$ cat src/rtl/button_debounce_array.sv
// Multi-channel pushbutton front end: 2-FF synchroniser, symmetric debounce, press/release
// pulses and per-channel typematic auto-repeat. Channels are fully independent; all outputs
// are registered in the clk domain except any_level, which is a plain OR of level.
module button_debounce_array #(
  parameter int unsigned N_BTN           = 4,
  parameter int unsigned DEBOUNCE_CYCLES = 400000,
  parameter int unsigned REPEAT_DELAY    = 20000000,
  parameter int unsigned REPEAT_PERIOD   = 4000000
) (
  input  logic             clk,
  input  logic             reset,
  input  logic [N_BTN-1:0] btn_in,
  input  logic [N_BTN-1:0] rpt_en,
  output logic [N_BTN-1:0] level,
  output logic [N_BTN-1:0] press,
  output logic [N_BTN-1:0] rel,
  output logic [N_BTN-1:0] rpt,
  output logic             any_level
);

  localparam int unsigned DbW    = $clog2(DEBOUNCE_CYCLES);
  localparam int unsigned RpSpan = (REPEAT_DELAY > REPEAT_PERIOD) ? REPEAT_DELAY : REPEAT_PERIOD;
  localparam int unsigned RpW    = $clog2(RpSpan);

  // Terminal counts, pre-cast to the counter widths.
  localparam logic [DbW-1:0] DbLast  = DbW'(DEBOUNCE_CYCLES - 1);
  localparam logic [RpW-1:0] DlyLast = RpW'(REPEAT_DELAY - 1);
  localparam logic [RpW-1:0] PerLast = RpW'(REPEAT_PERIOD - 1);

  typedef enum logic [1:0] {
    StIdle,
    StDelay,
    StRepeat
  } rpt_st_e;

  for (genvar i = 0; i < N_BTN; i++) begin : g_chan
    logic           sync1_q;
    logic           s_q;
    logic [DbW-1:0] db_cnt_q, db_cnt_d;
    logic           level_q, level_d;
    logic           press_q, press_d;
    logic           rel_q, rel_d;
    logic           rpt_q, rpt_d;
    rpt_st_e        st_q, st_d;
    logic [RpW-1:0] rp_cnt_q, rp_cnt_d;
    logic           rise, fall;

    // Debounce: accept a level change only after DEBOUNCE_CYCLES consecutive disagreeing samples.
    always_comb begin
      level_d  = level_q;
      db_cnt_d = db_cnt_q;
      if (s_q == level_q) begin
        db_cnt_d = '0;
      end else if (db_cnt_q == DbLast) begin
        level_d  = s_q;
        db_cnt_d = '0;
      end else begin
        db_cnt_d = db_cnt_q + 1'b1;
      end
    end

    assign rise    = level_d & ~level_q;
    assign fall    = ~level_d & level_q;
    assign press_d = rise;
    assign rel_d   = fall;

    // Repeat FSM: a press with repeat enabled arms the delay, then the periodic phase.
    // A falling level or a dropped enable exits without a pulse, so rel always beats rpt.
    always_comb begin
      st_d     = st_q;
      rp_cnt_d = rp_cnt_q;
      rpt_d    = 1'b0;
      unique case (st_q)
        StIdle: begin
          rp_cnt_d = '0;
          if (rise && rpt_en[i]) begin
            st_d = StDelay;
          end
        end
        StDelay: begin
          if (fall || !rpt_en[i]) begin
            st_d     = StIdle;
            rp_cnt_d = '0;
          end else if (rp_cnt_q == DlyLast) begin
            st_d     = StRepeat;
            rp_cnt_d = '0;
            rpt_d    = 1'b1;
          end else begin
            rp_cnt_d = rp_cnt_q + 1'b1;
          end
        end
        StRepeat: begin
          if (fall || !rpt_en[i]) begin
            st_d     = StIdle;
            rp_cnt_d = '0;
          end else if (rp_cnt_q == PerLast) begin
            rp_cnt_d = '0;
            rpt_d    = 1'b1;
          end else begin
            rp_cnt_d = rp_cnt_q + 1'b1;
          end
        end
        default: begin
          st_d     = StIdle;
          rp_cnt_d = '0;
        end
      endcase
    end

    // Channel state: synchroniser, debounce, pulse outputs and repeat FSM.
    always_ff @(posedge clk or posedge reset) begin
      if (reset) begin
        sync1_q  <= 1'b0;
        s_q      <= 1'b0;
        db_cnt_q <= '0;
        level_q  <= 1'b0;
        press_q  <= 1'b0;
        rel_q    <= 1'b0;
        rpt_q    <= 1'b0;
        st_q     <= StIdle;
        rp_cnt_q <= '0;
      end else begin
        sync1_q  <= btn_in[i];
        s_q      <= sync1_q;
        db_cnt_q <= db_cnt_d;
        level_q  <= level_d;
        press_q  <= press_d;
        rel_q    <= rel_d;
        rpt_q    <= rpt_d;
        st_q     <= st_d;
        rp_cnt_q <= rp_cnt_d;
      end
    end

    assign level[i] = level_q;
    assign press[i] = press_q;
    assign rel[i]   = rel_q;
    assign rpt[i]   = rpt_q;
  end

  assign any_level = |level;

endmodule
$ cat config.mk
export PLATFORM = sky130hd
export DESIGN_NAME = button_debounce_array
export DESIGN_NICKNAME = d
export VERILOG_FILES = /design/src/rtl/button_debounce_array.sv
export SDC_FILE = /design/constraint.sdc
export NUM_CORES = 1
export LEC_CHECK = 0
export ABC_AREA = 0
export BUFFER_PORTS_ARGS = -buffer_cell sky130_fd_sc_hd__buf_2
export CAP_MARGIN = 20
export CORE_UTILIZATION = 40
export DETAILED_ROUTE_END_ITERATION = 16
export GPL_ROUTABILITY_DRIVEN = 0
export SLEW_MARGIN = 20
export SYNTH_ARGS = -nofsm -noshare
export SYNTH_HDL_FRONTEND = slang
export SYNTH_SLANG_ARGS = --single-unit
export TNS_END_PERCENT = 30
$ cat constraint.sdc
create_clock -name clk -period 17.1 [get_ports clk]
set_input_delay 0.855 -clock clk [delete_from_list [all_inputs] [get_ports clk]]
set_output_delay 0.855 -clock clk [all_outputs]
set_load 0.1 [all_outputs]
# [Word level (Yosys, flattened, before mapping)]
# Cells that the tools add are included.
[word_totals] ff_bits=208 input_bits=10 output_inout_bits=17 word_cells=193
[op_classes] n_addsub=8 n_eq_ne=36 n_mux=76 bitwise=16 n_reduce_logical=21
[ops] cell="25-bit two-way mux" count=16
[ops] cell="25-bit case mux with 2 select lines" count=4
[ops] cell="19-bit two-way mux" count=8
[ops] cell="25-bit by 1-bit adder with 25-bit output, second input constant" count=4
[ops] cell="25-bit by 22-bit == test with 1-bit output, second input constant" count=4
[ops] cell="25-bit == test, second input constant" count=4
[ops] cell="19-bit by 1-bit adder with 19-bit output, second input constant" count=4
[ops] cell="19-bit == test, second input constant" count=4
[ops] cell="2-bit two-way mux" count=16
[ops] cell="1-bit two-way mux" count=24
[ops] cell="2-bit case mux with 3 select lines" count=4
[ops] cell="2-bit != test, second input constant" count=8
[ops] cell="3-bit != test, second input constant" count=4
[ops] cell="3-bit AND reduction" count=4
[ops] cell="1-bit AND" count=8
[ops] cell="2-bit by 1-bit == test with 1-bit output, second input constant" count=4
[ops] cell="2-bit == test, second input constant" count=4
[ops] cell="2-bit logical NOT" count=4
[ops] cell="1-bit inverter" count=8
[ops] cell="1-bit case mux with 2 select lines" count=4
[ops] cell="1-bit == test" count=4
[ops] cell="1-bit logical AND" count=4
[ops] cell="1-bit logical NOT" count=4
[ops] cell="1-bit logical OR" count=4
[ops] cell="4-bit OR reduction" count=1

# [Depth between registers and ports, before layout]
[logic_depth] word_depth=8 ltp_mapped=9 depth_no_buf=7

# [Worst setup path before layout]
# OpenSTA, ideal clock, no wires.
[synth_timing] kind="register -> output" startpoint="register g_chan[3].level_q" endpoint="output port any_level" arrival_ns=1.377 required_time_ns=16.245 setup_slack_ns=14.868 stages_incl_launch_ff=2 path_cell_list="dfrtp_1 > or4_1"
[synth_between] elab_chain_cells=1
[synth_lines] element="start, declared" line="40" text="logic level_q, level_d;"
[synth_lines] element="start signal, assigned" line="126" text="level_q <= level_d;"
[synth_lines] element="4-bit OR reduction" line="141" text="assign any_level = |level;"
[synth_lines] element="end, declared" line="18" text="output logic any_level"
# No other way between the ends.

# [Worst setup path in the final report]
# Ends and elaborated chain as after synthesis.

==> results.json <==
{
  "synthSimpleGateAreaFrac": 0.265,
  "drt_wl_total_um": 19500,
  "cts_max_level": 1,
  "seq_power_share": 0.463,
  "diodes": 0,
  "fin_setup_tns_ns": 0,
  "synth_mux_area_frac": 0.00521,
  "async_flop_share": 1.00,
  "internal_power_uw": 860,
  "synth_cell_types": 57,
  "synth_area_leader_cell": "dfrtp_1",
  "grt_pass1_vias": 7105,
  "avgViaCountPerCell": 5.07,
  "layout_commonest_cell": "nor2_1",
  "synth_warnings": 0,
  "hold_violations": 0,
  "dp_cells": 1403,
  "netlist_area_sq_um": 10600,
  "antenna_found_initial": 0,
  "worstPathCellList": "or4_1 -> buf_2",
  "cts_tree": "yes",
  "slew_viol_final": 0,
  "drt-initial-drc-count": 344,
  "nFillCells": 2487,
  "final_cell_mix": "nor2_1, dfrtp_1, xnor2_1",
  "antenna_left": 0,
  "clockBufferDepth": 3,
  "synth_nets": 1118,
  "postSynthAreaPerCell_sq_um": 9.70,
  "clk_latency_ns": 0.51,
  "finalCritPeriodShare": 0.162,
  "p_leak_nw": 4.72,
  "synth-main-ff-cell": "dfrtp_1",
  "synthCells": 1088,
  "worstSetupPathType": "flop to primary output",
  "cts.repair.resized": 0,
  "setup_viol_count_final": 0,
  "hp-start": "g_chan[1].sync1_q",
  "slowest_stage": "or4_1",
  "cts_sinks": 208,
  "numCtsBuffers": 24,
  "synth_area_leaders": "dfrtp_1, xnor2_1, nor2_1",
  "grt_max_degree": 128,
  "synth_top_family_by_area": "simple AND/OR/NAND/NOR gates",
  "syn2layout_area_growth_pct": 11.1,
  "grt_pass1_wl_um": 33700,
  "synth_top_area_frac": 0.493,
  "hp-class": "flop to flop",
  "path_clk_slew_ns": 0.06,
  "p_per_area_nw_per_um2": 91.8,
  "slew-limit-headroom": 0.403,
  "post_cts_buffers": 0,
  "final_nets": 1124,
  "initial_core_util": 0.406,
  "worstReg2RegStart": "g_chan[1].db_cnt_q[0]",
  "netSwitchingPower_uw": 218,
  "synth_edf_count": 0,
  "rsz0062_at_grt": "no",
  "period_needed_ns": 2.78,
  "wl_per_cell_um": 13.5,
  "end_kind": "primary output",
  "p_total_mw": 1.08,
  "cts.root.buffer_cell": "clkbuf_16",
  "fin_skew_ns": 0.0174,
  "required_ns": 16.25,
  "irDropWorstVdd_uv": 70.9,
  "finalNonFillerCells": 1445,
  "status": "complete, no violations",
  "track_usage": 0.148,
  "grt_remaining_overflow": 0,
  "die_h_um": 164,
  "synth_seq_cells": 208,
  "max_stage_delay_ns": 0.62,
  "core_sq_um": 26000,
  "crit_arrival_ns": 1.92,
  "dieArea_sq_um": 27000,
  "multi_input_area_sq_um": 4910,
  "max_freq_mhz": 360,
  "start_kind": "flop",
  "p_comb_frac": 0.019,
  "clockPowerShare": 0.519,
  "synth-xor-area-share": 0.134,
  "drive_above_1_share": 0.0730,
  "drcViolationCount": 0,
  "layout.area.seq_sq_um": 5200,
  "worst_slew_pin_slew_ns": 0.895,
  "synth_compound_area_frac": 0.0351,
  "yosysSeqAreaShare": 0.493,
  "startpoint": "g_chan[3].level_q",
  "hold_buffers": 0,
  "firstDrtPassIters": 4,
  "vias": 7332,
  "cap_viol_max_count": 0,
  "row_count": 59,
  "swShare": 0.202,
  "portBuffers": 26,
  "path_max_fanout": 6,
  "dieWidth_um": 164,
  "synthAdderAreaFrac": 0.0237,
  "hpwlAfterDp_um": 12400,
  "ios": 27
}
[critical path, delay by kind of cell, from the launching register on]
kind                   cells  cell delay (ns)
buffers and inverters      1             0.33
AND/OR/NAND/NOR            1             0.62
flip-flops                 1             0.46
[stage by stage]
| step | cell area [sq um] | util | hold slack [ns] | worst slack (ns) |
|---|---|---|---|---|
| detailed placement | 10800 | 0.417 | 0.343 | 14.31 |
| global placement | 10800 | 0.417 | 0.333 | 14.34 |
| finish | 11700 | 0.451 | 0.355 | 14.32 |
| CTS | 11700 | 0.451 | 0.359 | 14.32 |
| floorplan | 10600 | - | 0.331 | 10.56 |
| global route | 11700 | 0.451 | 0.366 | 14.18 |
[final cells by class]
type	count	area share
sequential	208	0.444
multi-input combinational	785	0.418
clock buffer	28	0.0552
tap	335	0.0357
clock inverter	14	0.0190
inverter	48	0.0160
timing repair buffer	27	0.0121
[synthesized netlist by cell type, types with 4 or more instances]
master / number
nor2_1: 222
dfrtp_1: 208
xnor2_1: 101
xor2_1: 61
nand3_1: 58
nand2_1: 57
inv_1: 48
nand4_1: 44
nor3_1: 33
and3_1: 31
and4_1: 23
clkbuf_1: 23
ha_1: 20
buf_4: 17
nor4_1: 13
and2_1: 12
nor4b_1: 12
nor4bb_1: 9
o31ai_1: 8
a21oi_1: 7
nand2b_1: 7
nor2b_1: 7
or4_1: 5
a22oi_1: 4
buf_2: 4
mux2_2: 4
[registers in the layout, summed over array words and instances (netlist names)]
name and count:
g_chan.level_q 4, g_chan.rpt_q 4, g_chan.sync1_q 4, g_chan.rp_cnt_q 100
g_chan.s_q 4, g_chan.st_q 8, g_chan.rel_q 4, g_chan.db_cnt_q 76
g_chan.press_q 4
[layer usage]
layer	part of all wire	global-route usage
met1	0.51	0.217
met2	0.45	0.229
met3	0.030	0.0226
met4	0.013	0.0371
met5	0	0
[worst paths after layout]
| check | end | slack [ns] | cells past startpoint |
|---|---|---|---|
| setup / recovery | any_level | 14.32 | 2 |
| hold / removal | g_chan[1].s_q | 0.36 | 0 |
| setup reg to reg | g_chan[1].rp_cnt_q[18] | 14.48 | 6 |
| hold reg to reg | g_chan[1].s_q | 0.36 | 0 |
| max in group asynchronous | g_chan[2].db_cnt_q[17] | 15.28 | 3 |
| min in group asynchronous | g_chan[3].s_q | 0.53 | 2 |
[cell families after synthesis]
family / Yosys count
AO/OA/AOI/OAI: 46
XOR/XNOR: 162
adder cells (fa/ha/maj): 20
buffers and inverters: 95
flip-flops: 208
multiplexers: 5
AND/OR/NAND/NOR: 552
[power by group through the flow]
stage / Clock, mW / Combinational, mW / Sequential, mW
6_report: 0.559 / 0.0203 / 0.498
4_1_cts: 0.577 / 0.0212 / 0.498
3_3_place_gp: 0 / 0.0208 / 0.507
3_5_place_dp: 0 / 0.0211 / 0.507
2_1_floorplan: 0 / 0.0148 / 0.507
5_1_grt: 0.595 / 0.0243 / 0.498
Note: power is estimated with default switching activity, not from simulation.
